[src/rtl/placement_pkg.sv]
// rtl/placement_pkg.sv - shared strip tables, FSM encodings and field widths for placement_strike_gen
package placement_pkg;

  localparam int GRID_W      = 128;
  localparam int NUM_STRIPS  = 8;
  localparam int MAX_STRIKES = 3;

  localparam int FILL_W  = 8;
  localparam int DIM_W   = 5;
  localparam int COORD_W = 7;
  localparam int IDX_W   = 3;

  localparam logic [1:0] ST_IDLE   = 2'd0;
  localparam logic [1:0] ST_SCAN   = 2'd1;
  localparam logic [1:0] ST_COMMIT = 2'd2;
  localparam logic [1:0] ST_STRIKE = 2'd3;

  typedef struct packed {
    logic [DIM_W-1:0] w;
    logic [DIM_W-1:0] h;
  } req_t;

  localparam logic [DIM_W-1:0] STRIP_H [NUM_STRIPS] =
    '{5'd4, 5'd4, 5'd6, 5'd8, 5'd8, 5'd10, 5'd12, 5'd16};

  // Row where each strip starts: running sum of the heights above it.
  localparam logic [COORD_W-1:0] STRIP_BASE [NUM_STRIPS] =
    '{7'd0, 7'd4, 7'd8, 7'd14, 7'd22, 7'd30, 7'd40, 7'd52};

endpackage

[src/rtl/placement_strike_gen_if.sv]
// rtl/placement_strike_gen_if.sv - request/result bus of the placement engine
interface placement_strike_gen_if;
  import placement_pkg::*;

  logic                   req_valid;
  logic                   req_ready;
  logic [DIM_W-1:0]       req_w;
  logic [DIM_W-1:0]       req_h;
  logic                   place_valid;
  logic [COORD_W-1:0]     place_x;
  logic [COORD_W-1:0]     place_y;
  logic [IDX_W-1:0]       place_strip;
  logic                   strike_flag;
  logic                   halted;

  modport master (
    output req_valid, req_w, req_h,
    input  req_ready, place_valid, place_x, place_y, place_strip, strike_flag, halted
  );

  modport slave (
    input  req_valid, req_w, req_h,
    output req_ready, place_valid, place_x, place_y, place_strip, strike_flag, halted
  );
endinterface

[src/rtl/strip_fit_check.sv]
// rtl/strip_fit_check.sv - fit test of one strip against a request, and best-candidate compare
module strip_fit_check
  import placement_pkg::*;
#(
  parameter int GRID_W = placement_pkg::GRID_W
) (
  input  logic [FILL_W-1:0] fill,
  input  logic [DIM_W-1:0]  strip_h,
  input  logic [DIM_W-1:0]  w,
  input  logic [DIM_W-1:0]  h,
  input  logic              cand_valid,
  input  logic [DIM_W-1:0]  cand_h,
  output logic              fits,
  output logic              better
);
  logic [FILL_W:0] end_pos;

  assign end_pos = {1'b0, fill} + {{(FILL_W+1-DIM_W){1'b0}}, w};
  assign fits    = (w != '0) && (h != '0) && (strip_h >= h) &&
                   (end_pos <= (FILL_W+1)'(GRID_W));
  // Strictly shorter wins, so the scan order gives ties to the lower index.
  assign better  = fits && (!cand_valid || (strip_h < cand_h));
endmodule

[src/rtl/placement_strike_gen.sv]
// rtl/placement_strike_gen.sv - strip placement engine emitting strike_flag on rejects; optional STRIKE_HALT_EN
module placement_strike_gen
  import placement_pkg::*;
#(
  parameter int GRID_W     = placement_pkg::GRID_W,
  parameter int NUM_STRIPS = placement_pkg::NUM_STRIPS
) (
  input logic                  clk,
  input logic                  rst,
  placement_strike_gen_if.slave bus
);
  logic [1:0]         state_q, state_d;
  logic [IDX_W-1:0]   idx_q, idx_d;
  req_t               req_q, req_d;
  logic               cand_valid_q, cand_valid_d;
  logic [IDX_W-1:0]   cand_idx_q, cand_idx_d;
  logic [FILL_W-1:0]  fill_q [NUM_STRIPS];
  logic [FILL_W-1:0]  fill_d [NUM_STRIPS];
  logic [COORD_W-1:0] place_x_q, place_x_d;
  logic [COORD_W-1:0] place_y_q, place_y_d;
  logic [IDX_W-1:0]   place_strip_q, place_strip_d;
  logic               fits, better, halted_w, ready_w;

  strip_fit_check #(.GRID_W(GRID_W)) u_fit (
    .fill       (fill_q[idx_q]),
    .strip_h    (STRIP_H[idx_q]),
    .w          (req_q.w),
    .h          (req_q.h),
    .cand_valid (cand_valid_q),
    .cand_h     (STRIP_H[cand_idx_q]),
    .fits       (fits),
    .better     (better)
  );

  assign ready_w = (state_q == ST_IDLE) && !halted_w;

  always_comb begin
    state_d       = state_q;
    idx_d         = idx_q;
    req_d         = req_q;
    cand_valid_d  = cand_valid_q;
    cand_idx_d    = cand_idx_q;
    fill_d        = fill_q;
    place_x_d     = place_x_q;
    place_y_d     = place_y_q;
    place_strip_d = place_strip_q;
    case (state_q)
      ST_IDLE: begin
        if (bus.req_valid && ready_w) begin
          req_d        = '{w: bus.req_w, h: bus.req_h};
          idx_d        = '0;
          cand_valid_d = 1'b0;
          cand_idx_d   = '0;
          state_d      = ST_SCAN;
        end
      end
      ST_SCAN: begin
        if (better) begin
          cand_valid_d = 1'b1;
          cand_idx_d   = idx_q;
        end
        if (idx_q == IDX_W'(NUM_STRIPS - 1)) begin
          if (cand_valid_d) begin
            // Result fields are loaded here so they are stable during the pulse.
            state_d       = ST_COMMIT;
            place_x_d     = fill_q[cand_idx_d][COORD_W-1:0];
            place_y_d     = STRIP_BASE[cand_idx_d];
            place_strip_d = cand_idx_d;
          end else begin
            state_d = ST_STRIKE;
          end
        end else begin
          idx_d = idx_q + 1'b1;
        end
      end
      ST_COMMIT: begin
        fill_d[cand_idx_q] = fill_q[cand_idx_q] + FILL_W'(req_q.w);
        state_d            = ST_IDLE;
      end
      default: state_d = ST_IDLE;
    endcase
  end

  always_ff @(posedge clk) begin
    if (rst) begin
      state_q       <= ST_IDLE;
      idx_q         <= '0;
      req_q         <= '0;
      cand_valid_q  <= 1'b0;
      cand_idx_q    <= '0;
      for (int i = 0; i < NUM_STRIPS; i++) fill_q[i] <= '0;
      place_x_q     <= '0;
      place_y_q     <= '0;
      place_strip_q <= '0;
    end else begin
      state_q       <= state_d;
      idx_q         <= idx_d;
      req_q         <= req_d;
      cand_valid_q  <= cand_valid_d;
      cand_idx_q    <= cand_idx_d;
      fill_q        <= fill_d;
      place_x_q     <= place_x_d;
      place_y_q     <= place_y_d;
      place_strip_q <= place_strip_d;
    end
  end

`ifdef STRIKE_HALT_EN
  logic [3:0] strike_cnt_q, strike_cnt_d;
  logic       halted_q, halted_d;

  always_comb begin
    strike_cnt_d = strike_cnt_q;
    halted_d     = halted_q;
    if (state_q == ST_STRIKE) begin
      strike_cnt_d = strike_cnt_q + 4'd1;
      if (strike_cnt_d >= 4'(MAX_STRIKES)) halted_d = 1'b1;
    end
  end

  always_ff @(posedge clk) begin
    if (rst) begin
      strike_cnt_q <= '0;
      halted_q     <= 1'b0;
    end else begin
      strike_cnt_q <= strike_cnt_d;
      halted_q     <= halted_d;
    end
  end

  assign halted_w = halted_q;
`else
  assign halted_w = 1'b0;
`endif

  assign bus.req_ready   = ready_w;
  assign bus.place_valid = (state_q == ST_COMMIT);
  assign bus.strike_flag = (state_q == ST_STRIKE);
  assign bus.place_x     = place_x_q;
  assign bus.place_y     = place_y_q;
  assign bus.place_strip = place_strip_q;
  assign bus.halted      = halted_w;
endmodule
[src/flat_wrapper.sv]
// flat-port wrapper written by rule: the top's interface ports become plain ports
module placement_strike_gen_flat import placement_pkg::*;
#(
  parameter int GRID_W     = placement_pkg::GRID_W,
  parameter int NUM_STRIPS = placement_pkg::NUM_STRIPS
)
  (clk, rst, bus_req_valid, bus_req_w, bus_req_h, bus_req_ready, bus_place_valid, bus_place_x, bus_place_y, bus_place_strip, bus_strike_flag, bus_halted);
  placement_strike_gen_if bus_i ();
  input logic clk;
  input logic rst;
  input wire logic [$bits(bus_i.req_valid)-1:0] bus_req_valid;
  input wire logic [$bits(bus_i.req_w)-1:0] bus_req_w;
  input wire logic [$bits(bus_i.req_h)-1:0] bus_req_h;
  output wire logic [$bits(bus_i.req_ready)-1:0] bus_req_ready;
  output wire logic [$bits(bus_i.place_valid)-1:0] bus_place_valid;
  output wire logic [$bits(bus_i.place_x)-1:0] bus_place_x;
  output wire logic [$bits(bus_i.place_y)-1:0] bus_place_y;
  output wire logic [$bits(bus_i.place_strip)-1:0] bus_place_strip;
  output wire logic [$bits(bus_i.strike_flag)-1:0] bus_strike_flag;
  output wire logic [$bits(bus_i.halted)-1:0] bus_halted;
  assign bus_i.req_valid = bus_req_valid;
  assign bus_i.req_w = bus_req_w;
  assign bus_i.req_h = bus_req_h;
  assign bus_req_ready = bus_i.req_ready;
  assign bus_place_valid = bus_i.place_valid;
  assign bus_place_x = bus_i.place_x;
  assign bus_place_y = bus_i.place_y;
  assign bus_place_strip = bus_i.place_strip;
  assign bus_strike_flag = bus_i.strike_flag;
  assign bus_halted = bus_i.halted;
  placement_strike_gen #(.GRID_W(GRID_W), .NUM_STRIPS(NUM_STRIPS)) u_core (.clk(clk), .rst(rst), .bus(bus_i));
endmodule
[config.mk]
export PLATFORM = sky130hd
export DESIGN_NAME = placement_strike_gen_flat
export DESIGN_NICKNAME = d
export VERILOG_FILES = /design/src/rtl/placement_pkg.sv /design/src/rtl/placement_strike_gen_if.sv /design/src/rtl/strip_fit_check.sv /design/src/rtl/placement_strike_gen.sv /design/src/flat_wrapper.sv
export SDC_FILE = /design/constraint.sdc
export NUM_CORES = 1
export LEC_CHECK = 0
export CORE_MARGIN = 4
export CORE_UTILIZATION = 35
export CTS_CLUSTER_DIAMETER = 50
export DETAILED_ROUTE_END_ITERATION = 16
export REMOVE_ABC_BUFFERS = 1
export SYNTH_ARGS = -nofsm -noshare
export SYNTH_HDL_FRONTEND = slang
export SYNTH_SLANG_ARGS = --single-unit
export TNS_END_PERCENT = 20
[constraint.sdc]
create_clock -name clk -period 5.1 [get_ports clk]
set_clock_uncertainty 0.1 [all_clocks]
set_input_delay 0.51 -clock clk [delete_from_list [all_inputs] [get_ports clk]]
set_output_delay 0.51 -clock clk [all_outputs]
set_load 0.01 [all_outputs]
After elaboration in Yosys (flattened, before gate mapping)
Memory sizes are Yosys's and may differ from the RTL's. A register that Yosys moved wholly into a read port is not among the register bits.
Cells that the tools add are included.
{"block": "totals", "wordCells": 86, "n_memories": 3, "input_bits": 13, "rom_bits": 136, "out_inout_bits": 21, "register_bits": 93}
{"name": "(name not given)", "depth": 8, "word_bits": 7, "rd": 1, "rd_clocked_by_memory_dff": 1, "write_ports": 0, "line_no": "placement_strike_gen.sv:67", "text": "place_y_d = STRIP_BASE[cand_idx_d];"}
{"name": "(name not given)", "depth": 8, "word_bits": 5, "rd": 1, "rd_clocked_by_memory_dff": 0, "write_ports": 0, "line_no": "placement_strike_gen.sv:26", "text": ".strip_h (STRIP_H[idx_q]),"}
{"name": "(name not given)", "depth": 8, "word_bits": 5, "rd": 1, "rd_clocked_by_memory_dff": 0, "write_ports": 0, "line_no": "placement_strike_gen.sv:30", "text": ".cand_h (STRIP_H[cand_idx_q]),"}
{"block": "op_classes", "mux": 30, "order_cmp": 7, "eq_ne": 7, "addsub": 3, "reduce_logical": 17, "n_bitwise": 3}
{"operator": "8-bit binary-select mux with 3-bit select", "count": 3}
{"operator": "64-bit bitwise mux", "count": 1}
{"operator": "8-bit 2-to-1 mux", "count": 5}
{"operator": "8-bit demux with 3-bit select", "count": 1}
{"operator": "5-bit 2-to-1 mux", "count": 4}
{"operator": "7-bit 2-to-1 mux", "count": 2}
{"operator": "4-bit >= comparator, second input constant", "count": 3}
{"operator": "3-bit 2-to-1 mux", "count": 4}
{"operator": "3-bit NOT with 4-bit output", "count": 3}
{"operator": "3-bit one-hot mux with 2 select lines", "count": 2}
{"operator": "5-bit nonzero test", "count": 2}
{"operator": "8-bit by 5-bit adder with 9-bit output", "count": 1}
{"operator": "9-bit by 8-bit <= comparator with 1-bit output, second input constant", "count": 1}
{"operator": "8-bit by 5-bit adder with 8-bit output", "count": 1}
{"operator": "1-bit logical AND", "count": 6}
{"operator": "2-bit AND reduction", "count": 3}
{"operator": "3-bit AND reduction", "count": 2}
{"operator": "5-bit >= comparator", "count": 1}
{"operator": "5-bit less-than comparator", "count": 1}
{"operator": "2-bit equality test, second input constant", "count": 2}
{"operator": "4-bit by 1-bit less-than comparator with 1-bit output, second input constant", "count": 1}
{"operator": "1-bit 2-to-1 mux", "count": 4}
{"operator": "2-bit 2-to-1 mux", "count": 2}
{"operator": "2-bit != test, second input constant", "count": 2}
{"operator": "10 further kinds", "count": 10}

Longest topological paths before layout
Gate-level depths: netlist (run 1).
{"block": "logic_depth", "ltp_word": 14, "mapped_depth": 20, "ltp_nobuf": 17}

Hierarchy
A second synthesis (run 1) with hierarchy kept.
{"block": "hier_totals", "cells_unflattened": 679, "area_unflattened_um2": 6060.8}
{"mod": "placement_strike_gen", "instances": 1, "area_per_inst_um2": 5527.8, "cells_each": 607, "seq_area_each_um2": 1961.9}
{"mod": "strip_fit_check", "instances": 1, "area_per_inst_um2": 533.0, "cells_each": 72, "seq_area_each_um2": 0.0}

Least setup slack after synthesis (run 1)
Ideal clock, no wire load.
{"block": "synth_timing", "kind": "reg2reg", "startpoint": "reg u_core.idx_q[0]", "endpoint": "reg u_core.place_y_q[3], in the netlist u_core.bus.place_y[3]", "synth_period_minus_slack_ps": 5151, "path_slack_ps": -51, "required_ps": 4930, "n_path_buf": 3, "arrival_time_ps": 4981, "stages_incl_launch_ff": 20, "setup_time_ps": 70, "cell_sequence": "dfxtp_1 buf_2 clkbuf_1 mux4_2 mux2_2 ha_1 fa_1 a21o_1 a21oi_1 xnor2_1 o311ai_0 a211o_2 o2111ai_4 mux2i_4 inv_4 buf_4 ha_1 nor2_1 a211o_1 a21oi_1"}
{"block": "synth_between", "elab_chain_cells": 11, "elab_cells_between_ends": 22, "cone_classes": "add/sub: 1; order compare: 3; eq/ne: 1; mux: 9; bitwise: 2; reduce/logical: 5; memory: 1"}
{"item": "from (decl)", "line_no": "placement_strike_gen.sv:13", "text": "logic [IDX_W-1:0] idx_q, idx_d;"}
{"item": "from (signal assigned)", "line_no": "placement_strike_gen.sv:97", "text": "idx_q <= idx_d;"}
{"item": "3-bit NOT with 4-bit output (not written as such)", "line_no": "placement_strike_gen.sv:25, placement_strike_gen.sv:26"}
{"item": "8-bit binary-select mux with 3-bit select / memory read 8 x 5 bit (equally long branches)"}
{"item": "8-bit 2-to-1 mux (not written as such) / 5-bit 2-to-1 mux (equally long branches) (2 in a row)", "line_no": "placement_strike_gen.sv:25, placement_strike_gen.sv:26"}
{"item": "8-bit by 5-bit adder with 9-bit output / 5-bit >= comparator (equally long branches)", "line_no": "strip_fit_check.sv:18, strip_fit_check.sv:19"}
{"item": "9-bit by 8-bit <= comparator with 1-bit output / 1-bit logical AND (equally long branches)", "line_no": "strip_fit_check.sv:20, strip_fit_check.sv:19"}
{"item": "1-bit logical AND", "line_no": "strip_fit_check.sv:19", "text": "assign fits = (w != '0) && (h != '0) && (strip_h >= h) &&"}
{"item": "1-bit logical AND", "line_no": "strip_fit_check.sv:22", "text": "assign better = fits && (!cand_valid || (strip_h < cand_h));"}
{"item": "1-bit 2-to-1 mux / 3-bit 2-to-1 mux (equally long branches)", "line_no": "placement_strike_gen.sv:58", "text": "if (better) begin"}
{"item": "1-bit 2-to-1 mux / 3-bit 2-to-1 mux (equally long branches)", "line_no": "placement_strike_gen.sv:47", "text": "case (state_q)"}
{"item": "3-bit AND reduction (no line) / 3-bit NOT with 4-bit output (equally long branches)"}
{"item": "to (decl)", "line_no": "placement_strike_gen.sv:20", "text": "logic [COORD_W-1:0] place_y_q, place_y_d;"}
Several ways; a longest one is shown, not always the timed one. The select of a mux whose other input is x is not followed.
A chain may end at the register's enable or synchronous reset.

Worst setup path after layout (run 1)
{"block": "layout_timing", "startpoint": "reg u_core.idx_q[0]", "endpoint": "reg u_core.place_x_q[5], in the netlist u_core.bus.place_x[5]"}
{"block": "layout_between", "elab_chain_cells": 14, "elab_cells_between_ends": 25, "cone_classes": "add/sub: 1; order compare: 3; eq/ne: 1; mux: 12; bitwise: 2; reduce/logical: 5; memory: 1"}
{"item": "3-bit NOT with 4-bit output (not written as such)", "line_no": "placement_strike_gen.sv:25, placement_strike_gen.sv:26"}
{"item": "8-bit binary-select mux with 3-bit select / memory read 8 x 5 bit (equally long branches)"}
{"item": "8-bit 2-to-1 mux (not written as such) / 5-bit 2-to-1 mux (equally long branches) (2 in a row)", "line_no": "placement_strike_gen.sv:25, placement_strike_gen.sv:26"}
{"item": "8-bit by 5-bit adder with 9-bit output / 5-bit >= comparator (equally long branches)", "line_no": "strip_fit_check.sv:18, strip_fit_check.sv:19"}
{"item": "9-bit by 8-bit <= comparator with 1-bit output / 1-bit logical AND (equally long branches)", "line_no": "strip_fit_check.sv:20, strip_fit_check.sv:19"}
{"item": "1-bit logical AND", "line_no": "strip_fit_check.sv:19"}
{"item": "1-bit logical AND", "line_no": "strip_fit_check.sv:22"}
{"item": "3-bit 2-to-1 mux", "line_no": "placement_strike_gen.sv:58"}
{"item": "3-bit 2-to-1 mux", "line_no": "placement_strike_gen.sv:47"}
{"item": "3-bit NOT with 4-bit output (not written as such)", "line_no": "placement_strike_gen.sv:66", "text": "place_x_d = fill_q[cand_idx_d][COORD_W-1:0];"}
{"item": "8-bit binary-select mux with 3-bit select", "line_no": "placement_strike_gen.sv:66"}
{"item": "7-bit 2-to-1 mux (not written as such) (2 in a row)", "line_no": "placement_strike_gen.sv:66"}
{"item": "to (signal assigned)", "line_no": "placement_strike_gen.sv:102", "text": "place_x_q <= place_x_d;"}
{"item": "to (decl)", "line_no": "placement_strike_gen.sv:19", "text": "logic [COORD_W-1:0] place_x_q, place_x_d;"}
Several ways; a longest one is shown, not always the timed one. The select of a mux whose other input is x is not followed.

==> flow_summary.json, run 1 <==
{
  "netlist_area_um2": 5960,
  "netlist_top_cells_area": "sky130_fd_sc_hd__dfxtp_1 33%, sky130_fd_sc_hd__a21oi_1 7.6%, sky130_fd_sc_hd__mux4_2 7.2%, sky130_fd_sc_hd__nand2_1 6.5%, sky130_fd_sc_hd__nor2_1 6.2%",
  "hold_path.class": "reg -> reg",
  "layoutNonFillerInstCount": 944,
  "yosysMostFrequentCell": "sky130_fd_sc_hd__nand2_1",
  "grt_max_degree": 56,
  "placement_rows": 47,
  "power.ir.vdd_worst_mv": 0.156,
  "num_vias": 5217,
  "yosys.area_share.xor_xnor_pct": 1.47,
  "synth_edf_count": 0,
  "htreeDepth": 3,
  "die_width_um": 139,
  "postSynthCellCount": 703,
  "routed_wire_length_per_instance_um": 18.5,
  "drcViolationCount": 0,
  "flow.area_growth_from_synthesis_pct": 13.3,
  "ff2ff_path_depth": 14,
  "cp_slowest_stage_delay_ps": 550,
  "ant_nets": 0,
  "fillers": 1705,
  "global_route.usage.total_pct": 18.1,
  "number_of_synthesized_register_bits": 98,
  "post-route-util_pct": 40.6,
  "clock_tree.root_cell": "sky130_fd_sc_hd__clkbuf_16",
  "run_status": "finished clean",
  "cts_max_path_buffers": 2,
  "post-place-cells": 928,
  "max_freq_ghz": 0.214,
  "criticalPathCategory": "reg -> reg",
  "routabilityCongestion": 0.938,
  "regToRegEndpoint": "u_core.bus.place_x[5]$_SDFFE_PP0P_",
  "hold-path-endpoint": "u_core.bus.place_y[1]$_SDFFE_PP0P_",
  "worst-r2r-setup-slack_ps": 430,
  "synth_compound_gate_area_share_pct": 20.6,
  "core_um2": 16600,
  "sequentialPowerShare_pct": 50.1,
  "syn_avg_cell_area_um2": 8.48,
  "crit_path_max_fanout": 8,
  "min_from": "u_core.bus.place_y[1]$_SDFFE_PP0P_",
  "combinationalPowerShare_pct": 7.6,
  "crit_arrival_ps": 4880,
  "unrepaired_setup_endpoints_after_global_routing": "false",
  "maxCapViolations": 0,
  "timing_max_transition_violations_final": 0,
  "sw_frac_of_total_pct": 25.9,
  "cts.clk_slew.worst_paths_ps": 80,
  "clockPowerShare_pct": 42.4,
  "num_io_pins": 34,
  "timing.critical_path.required_ps": 5310,
  "number_of_different_library_cells_in_the_post_synthesis_netlist": 67,
  "hold_viol": 0,
  "rr_startpoint": "u_core.idx_q[0]$_SDFFE_PP0P_",
  "yosysTopAreaCellShare_pct": 32.9,
  "worst_skew_pair.late_latency_ps": 360,
  "synth_top_family_by_area": "compound AO/OA/AOI/OAI gates",
  "p_leak_nw": 2.39,
  "cts_hold_buffers": 0,
  "via_count_of_the_first_global_routing_pass": 4848,
  "synth_async_reset_ratio_pct": 0,
  "synth_top_cell_by_area": "sky130_fd_sc_hd__dfxtp_1",
  "grt_pass1_wl_um": 27700,
  "post_cts_setup_bufs": 0,
  "post_synthesis_simple_gate_area_fraction_pct": 18.3,
  "multi_input_area_um2": 3710,
  "power.internal_mw": 1.16,
  "kind_of_launch_point_of_the_worst_setup_path": "flip-flop",
  "yosys_warnings": 0,
  "mux_share_of_post_synthesis_cell_area_pct": 16.1,
  "seqCellArea_um2": 1960,
  "synth-seq-area-share_pct": 32.9,
  "cts_made_buffers": 9,
  "initial_core_util_pct": 35.8,
  "share_of_the_clock_period_used_by_the_worst_path_after_layout_pct": 91.6,
  "dpl.hpwl_um": 12900,
  "grt_overflow": 0,
  "via_per_inst": 5.53,
  "cts.sink_count": 98,
  "inserted_diodes": 0,
  "die_footprint_um2": 19200,
  "postSynth.topFlopCell": "sky130_fd_sc_hd__dfxtp_1",
  "post_synth_most_frequent_cells": "103 x sky130_fd_sc_hd__nand2_1, 98 x sky130_fd_sc_hd__dfxtp_1, 98 x sky130_fd_sc_hd__nor2_1, 90 x sky130_fd_sc_hd__a21oi_1, 33 x sky130_fd_sc_hd__a211oi_1",
  "first_iteration_detailed_routing_drc_count": 510,
  "totalWireLength_um": 17500,
  "switching_power_mw": 0.404,
  "worst_slew_margin_rel_pct": 13.9,
  "place_area_um2": 6470,
  "antenna_found_initial": 0,
  "fin_crit_ps": 4670,
  "cp_cell_instances": "buf_4 > mux4_2 > mux2_2 > fa_1 > a21o_1 > a21oi_1 > xnor2_1 > o311ai_0 > a211o_2 > o2111ai_4 > mux2i_1 > or3b_1 > a221oi_1 > a211o_1",
  "finish.net_count": 757,
  "detail_route.first_pass.iterations": 5,
  "numPortBuffers": 30,
  "fin_area_um2": 6760,
  "whs_path_depth": 2,
  "worst-slew-pin-transition_ps": 1280,
  "critical-path-slowest-cell": "sky130_fd_sc_hd__or3b_1",
  "timing.final.setup_violations": 0,
  "layout-drive-gt1-share_pct": 12.3,
  "timing.critical_path.to_type": "flip-flop",
  "die_h_um": 139,
  "synthAdderAreaFrac_pct": 5.50,
  "clock_tree_from_tritoncts": "built",
  "ctsResizeCount": 0,
  "power_density_nw_per_um2": 231
}
flip-flops by register name (all words and copies together) (netlist names):
signal                  cells
u_core.bus.place_y          5
u_core.req_q               10
u_core.bus.place_strip      3
u_core.idx_q                3
u_core.bus.place_x          7
u_core.cand_valid_q         1
u_core.cand_idx_q           3
u_core.state_q              2
u_core.fill_q              64
power groups by stage:
| stage | sequential, mW | combinational [mW] | clock [mW] |
|---|---|---|---|
| floorplan | 0.799 | 0.0690 | 0 |
| detailed placement | 0.800 | 0.118 | 0 |
| global route | 0.783 | 0.130 | 0.707 |
| CTS | 0.781 | 0.119 | 0.684 |
| global placement | 0.799 | 0.118 | 0 |
| finish | 0.782 | 0.118 | 0.661 |
cell type report:
type	instances	share of cell area (%)
clock buffer	9	3.33
timing repair buffer	49	6.70
tap	220	4.07
multi-input combinational	543	54.9
sequential	98	29.0
clock inverter	7	0.870
inverter	18	1.04
routing by layer:
layer / part of all wire (%) / global-route usage (%)
met5: 0 / 0
met4: 1.5 / 4.84
met3: 6.0 / 3.73
met2: 44 / 27.3
met1: 48 / 26.4
worst max-delay path by stage:
stage                                       startpoint                            endpoint  slack, ps  cells after the start
after detailed placement  u_core.idx_q[0]$_SDFFE_PP0P_  u_core.bus.place_x[5]$_SDFFE_PP0P_        480                     14
after global placement    u_core.idx_q[0]$_SDFFE_PP0P_  u_core.bus.place_x[5]$_SDFFE_PP0P_        570                     14
final                     u_core.idx_q[0]$_SDFFE_PP0P_  u_core.bus.place_x[5]$_SDFFE_PP0P_        430                     14
after global routing      u_core.idx_q[0]$_SDFFE_PP0P_  u_core.bus.place_x[3]$_SDFFE_PP0P_        120                     14
after floorplan           u_core.idx_q[0]$_SDFFE_PP0P_  u_core.bus.place_x[3]$_SDFFE_PP0P_        -90                     14
after CTS                 u_core.idx_q[0]$_SDFFE_PP0P_  u_core.bus.place_x[5]$_SDFFE_PP0P_        450                     14
per-stage QoR:
step                      hold WS (ps)  total power [mW]  setup WS [ps]  setup TNS, ps
after floorplan                    330             0.868          -93.8           -254
after global placement             345             0.917            572              0
after detailed placement           350             0.918            478              0
after CTS                          360              1.58            448              0
after global routing               376              1.62            124              0
final                              358              1.56            426              0
worst max-delay path: cells and delay by family (launching register included):
kind / cells / cell delay, ps
AO/OA/AOI/OAI: 7 / 1620
multiplexers: 3 / 1060
AND/OR/NAND/NOR: 1 / 550
flip-flops: 1 / 450
adder cells (fa/ha/maj): 1 / 440
buffers and inverters: 1 / 220
XOR/XNOR: 1 / 200
kinds of logic (layout without fill, tap and decap cells):
logic type | after synthesis | count (layout)
AND/OR/NAND/NOR | 253 | 253
multiplexers | 66 | 66
AO/OA/AOI/OAI | 186 | 186
XOR/XNOR | 10 | 10
adder cells (fa/ha/maj) | 25 | 25
buffers and inverters | 64 | 83
flip-flops | 98 | 98
other | 1 | 3
cell usage in the layout, fill, tap and decap left out, types with 4 or more instances in the layout:
cell                              Yosys  routed
sky130_fd_sc_hd__nand2_1            103     103
sky130_fd_sc_hd__nor2_1              98      98
sky130_fd_sc_hd__dfxtp_1             98      98
sky130_fd_sc_hd__a21oi_1             90      90
sky130_fd_sc_hd__a211oi_1            33      33
sky130_fd_sc_hd__clkdlybuf4s50_1      0      29
sky130_fd_sc_hd__mux2i_1             26      26
sky130_fd_sc_hd__ha_1                23      23
sky130_fd_sc_hd__mux4_2              19      19
sky130_fd_sc_hd__buf_4                4      19
sky130_fd_sc_hd__mux2_2              16      16
sky130_fd_sc_hd__inv_1               15      15
sky130_fd_sc_hd__o21ai_0             11      11
sky130_fd_sc_hd__nor3_1               9       9
sky130_fd_sc_hd__clkbuf_16            0       9
sky130_fd_sc_hd__nand3_1              7       7
sky130_fd_sc_hd__nor2b_1              7       7
sky130_fd_sc_hd__nand3b_1             6       6
sky130_fd_sc_hd__xnor2_1              6       6
sky130_fd_sc_hd__a221oi_1             5       5
sky130_fd_sc_hd__a211o_1              5       5
sky130_fd_sc_hd__and3b_1              4       4
sky130_fd_sc_hd__a221o_1              4       4
sky130_fd_sc_hd__o211ai_1             4       4
sky130_fd_sc_hd__xor2_1               4       4
sky130_fd_sc_hd__and2_1               4       4
sky130_fd_sc_hd__a22oi_1              4       4
(Power assumes the default switching activity.)
==> run 2, diff against run 1 <==
SETUP_SLACK_MARGIN = 0.02   (was unset)
==> results of run 2 <==
No change in the layout: final DEF, timing and power equal those of run 1.
==> run 3, diff against run 2 <==
CORE_MARGIN = 2   (was 4)
GPL_TIMING_DRIVEN = 0   (was unset)
SLEW_MARGIN = 15   (was unset)
==> flow_summary.json, run 3 (synthesis results as in run 1) <==
{
  "criticalPathCategory": "reg -> reg",
  "timing.critical_path.required_ps": 5280,
  "share_of_the_clock_period_used_by_the_worst_path_after_layout_pct": 95.7,
  "rr_startpoint": "u_core.idx_q[0]$_SDFFE_PP0P_",
  "num_io_pins": 34,
  "cts_max_path_buffers": 2,
  "detailroute.wirelength.met2_um": 8020,
  "global_route.usage.total_pct": 20.0,
  "layout-drive-gt1-share_pct": 13.1,
  "first_iteration_detailed_routing_drc_count": 413,
  "die_footprint_um2": 18100,
  "worstSetupEndpoint": "u_core.bus.place_x[2]$_SDFFE_PP0P_",
  "clock_tree_from_tritoncts": "built",
  "drcViolationCount": 0,
  "crit_arrival_ps": 5060,
  "unrepaired_setup_endpoints_after_global_routing": "false",
  "kind_of_launch_point_of_the_worst_setup_path": "flip-flop",
  "routed-wl-met3_um": 991,
  "cts_made_buffers": 9,
  "via_per_inst": 5.53,
  "fin_crit_ps": 4880,
  "antenna_found_initial": 0,
  "maxUsedRoutingLayer": "met4",
  "timing.final.setup_violations": 0,
  "routed_wire_length_per_instance_um": 18.5,
  "via_count_of_the_first_global_routing_pass": 4923,
  "totalWireLength_um": 17400,
  "regToRegEndpoint": "u_core.bus.place_x[2]$_SDFFE_PP0P_",
  "hold-worst-slack_ps": 360,
  "crit_path_max_fanout": 19,
  "max_flop_register": "u_core.fill_q",
  "hold_viol": 0,
  "clock_tree.root_cell": "sky130_fd_sc_hd__clkbuf_16",
  "die_width_um": 135,
  "p_leak_nw": 2.39,
  "inserted_diodes": 0,
  "worst_skew_pair.late_latency_ps": 360,
  "post-route-util_pct": 40.9,
  "dpl.hpwl_um": 11600,
  "worst_slew_margin_rel_pct": 14.4,
  "run_status": "finished clean",
  "grt_pass1_wl_um": 27800,
  "cts.clk_slew.worst_paths_ps": 70,
  "fin_total_pwr_mw": 1.56,
  "grt_overflow": 0,
  "finish.net_count": 753,
  "die_h_um": 135,
  "num_vias": 5198,
  "grt_max_degree": 67,
  "final_common_cell": "sky130_fd_sc_hd__nand2_1",
  "initial_core_util_pct": 35.8,
  "placement_rows": 47,
  "power_density_nw_per_um2": 229,
  "routabilityCongestion": 0.843,
  "timing_max_transition_violations_final": 0,
  "leading_cell_types_in_the_layout_fill_and_taps_excluded": "103 x sky130_fd_sc_hd__nand2_1, 98 x sky130_fd_sc_hd__nor2_1, 92 x sky130_fd_sc_hd__dfxtp_1",
  "numPortBuffers": 30,
  "htreeDepth": 3,
  "startpoint_of_the_most_critical_setup_path": "u_core.idx_q[0]$_SDFFE_PP0P_",
  "timing.critical_path.to_type": "flip-flop",
  "max_freq_ghz": 0.205,
  "worst-r2r-setup-slack_ps": 220,
  "maxCapViolations": 0,
  "worst-slew-pin-transition_ps": 1270,
  "pre_cts_slack_ps": -1000,
  "power.ir.vdd_worst_mv": 0.183,
  "flip_flop_count_of_the_largest_register_all_copies_and_words_added": 64,
  "ant_nets": 0,
  "flow.area_growth_from_synthesis_pct": 14.3,
  "detail_route.first_pass.iterations": 6,
  "cts.sink_count": 98,
  "hold_path.class": "reg -> reg",
  "m1_wl_um": 7960,
  "setup_ws_ps": 219,
  "core_um2": 16600,
  "finalSetupTns_ps": 0,
  "ff2ff_path_depth": 15
}
-- run 3: cell count changes in the layout (fill, tap and decap cells not counted), moves of 2 or more --
cell and delta:
sky130_fd_sc_hd__nor3_2 +2, sky130_fd_sc_hd__buf_16 +3, sky130_fd_sc_hd__dfxtp_4 +2, sky130_fd_sc_hd__clkinv_2 +2, sky130_fd_sc_hd__dfxtp_1 -6, sky130_fd_sc_hd__dfxtp_2 +4, sky130_fd_sc_hd__nor3_1 -2, sky130_fd_sc_hd__buf_4 -7
-- run 3: worst min-delay path by stage --
| stage | start | to | cells past startpoint |
|---|---|---|---|
| final | u_core.req_q[4]$_SDFFE_PP0P_ | u_core.req_q[4]$_SDFFE_PP0P_ | 2 |
| after global routing | u_core.req_q[3]$_SDFFE_PP0P_ | u_core.req_q[3]$_SDFFE_PP0P_ | 2 |
| after CTS | u_core.req_q[4]$_SDFFE_PP0P_ | u_core.req_q[4]$_SDFFE_PP0P_ | 2 |
| after detailed placement | u_core.req_q[4]$_SDFFE_PP0P_ | u_core.req_q[4]$_SDFFE_PP0P_ | 2 |
| after global placement | u_core.bus.place_y[3]$_SDFFE_PP0P_ | u_core.bus.place_y[3]$_SDFFE_PP0P_ | 2 |
| after floorplan | u_core.req_q[1]$_SDFFE_PP0P_ | u_core.req_q[1]$_SDFFE_PP0P_ | 2 |
-- run 3: layer usage --
metal,up-vias,global-route usage [%]
met5,-,0
met4,0,8.48
met3,26,3.98
met2,153,31.1
met1,2481,27.1
li1,2538,-
-- run 3: layout make-up --
type | instances | area (um^2)
Fill cell | 1707 | 9830
Tap cell | 220 | 275
Sequential cell | 98 | 1970
Multi-Input combinational cell | 543 | 3740
Timing Repair Buffer | 45 | 478
Clock buffer | 10 | 229
Inverter | 18 | 70.1
Clock inverter | 6 | 41.3
-- run 3: per-stage QoR --
step	cells	cell area, um^2
2_1_floorplan	659	5740
3_3_place_gp	909	6320
3_5_place_dp	914	6430
4_1_cts	932	6750
5_1_grt	940	6810
6_report	940	6810
-- run 3: timing repair --
| item | 4_1_cts | 5_1_grt |
|---|---|---|
| pin swaps | 1 | 0 |
| buffers inserted | 2 | 8 |
| setup endpoints to repair | 18 | 8 |
| gates cloned | 0 | 0 |
| hold buffers | 0 | 0 |
| resized for setup | 8 | 1 |
-- run 3: power breakdown --
group,internal (mW),switching (mW)
registers,0.771,0.0139
clock network,0.333,0.320
logic,0.0507,0.0699
total,1.15,0.404
-- run 3: worst max-delay path, cell delays in order, from the launching register on --
cell	delay, ps
sky130_fd_sc_hd__dfxtp_4	470
sky130_fd_sc_hd__mux4_2	530
sky130_fd_sc_hd__mux2_2	310
sky130_fd_sc_hd__ha_1	220
sky130_fd_sc_hd__fa_1	410
sky130_fd_sc_hd__a21o_1	170
sky130_fd_sc_hd__a21oi_1	280
sky130_fd_sc_hd__xnor2_1	140
sky130_fd_sc_hd__o311ai_0	350
sky130_fd_sc_hd__a211o_2	230
sky130_fd_sc_hd__o211a_2	280
sky130_fd_sc_hd__o21bai_4	170
sky130_fd_sc_hd__buf_8	210
sky130_fd_sc_hd__or3b_4	480
sky130_fd_sc_hd__a221o_1	320
sky130_fd_sc_hd__o211ai_1	120
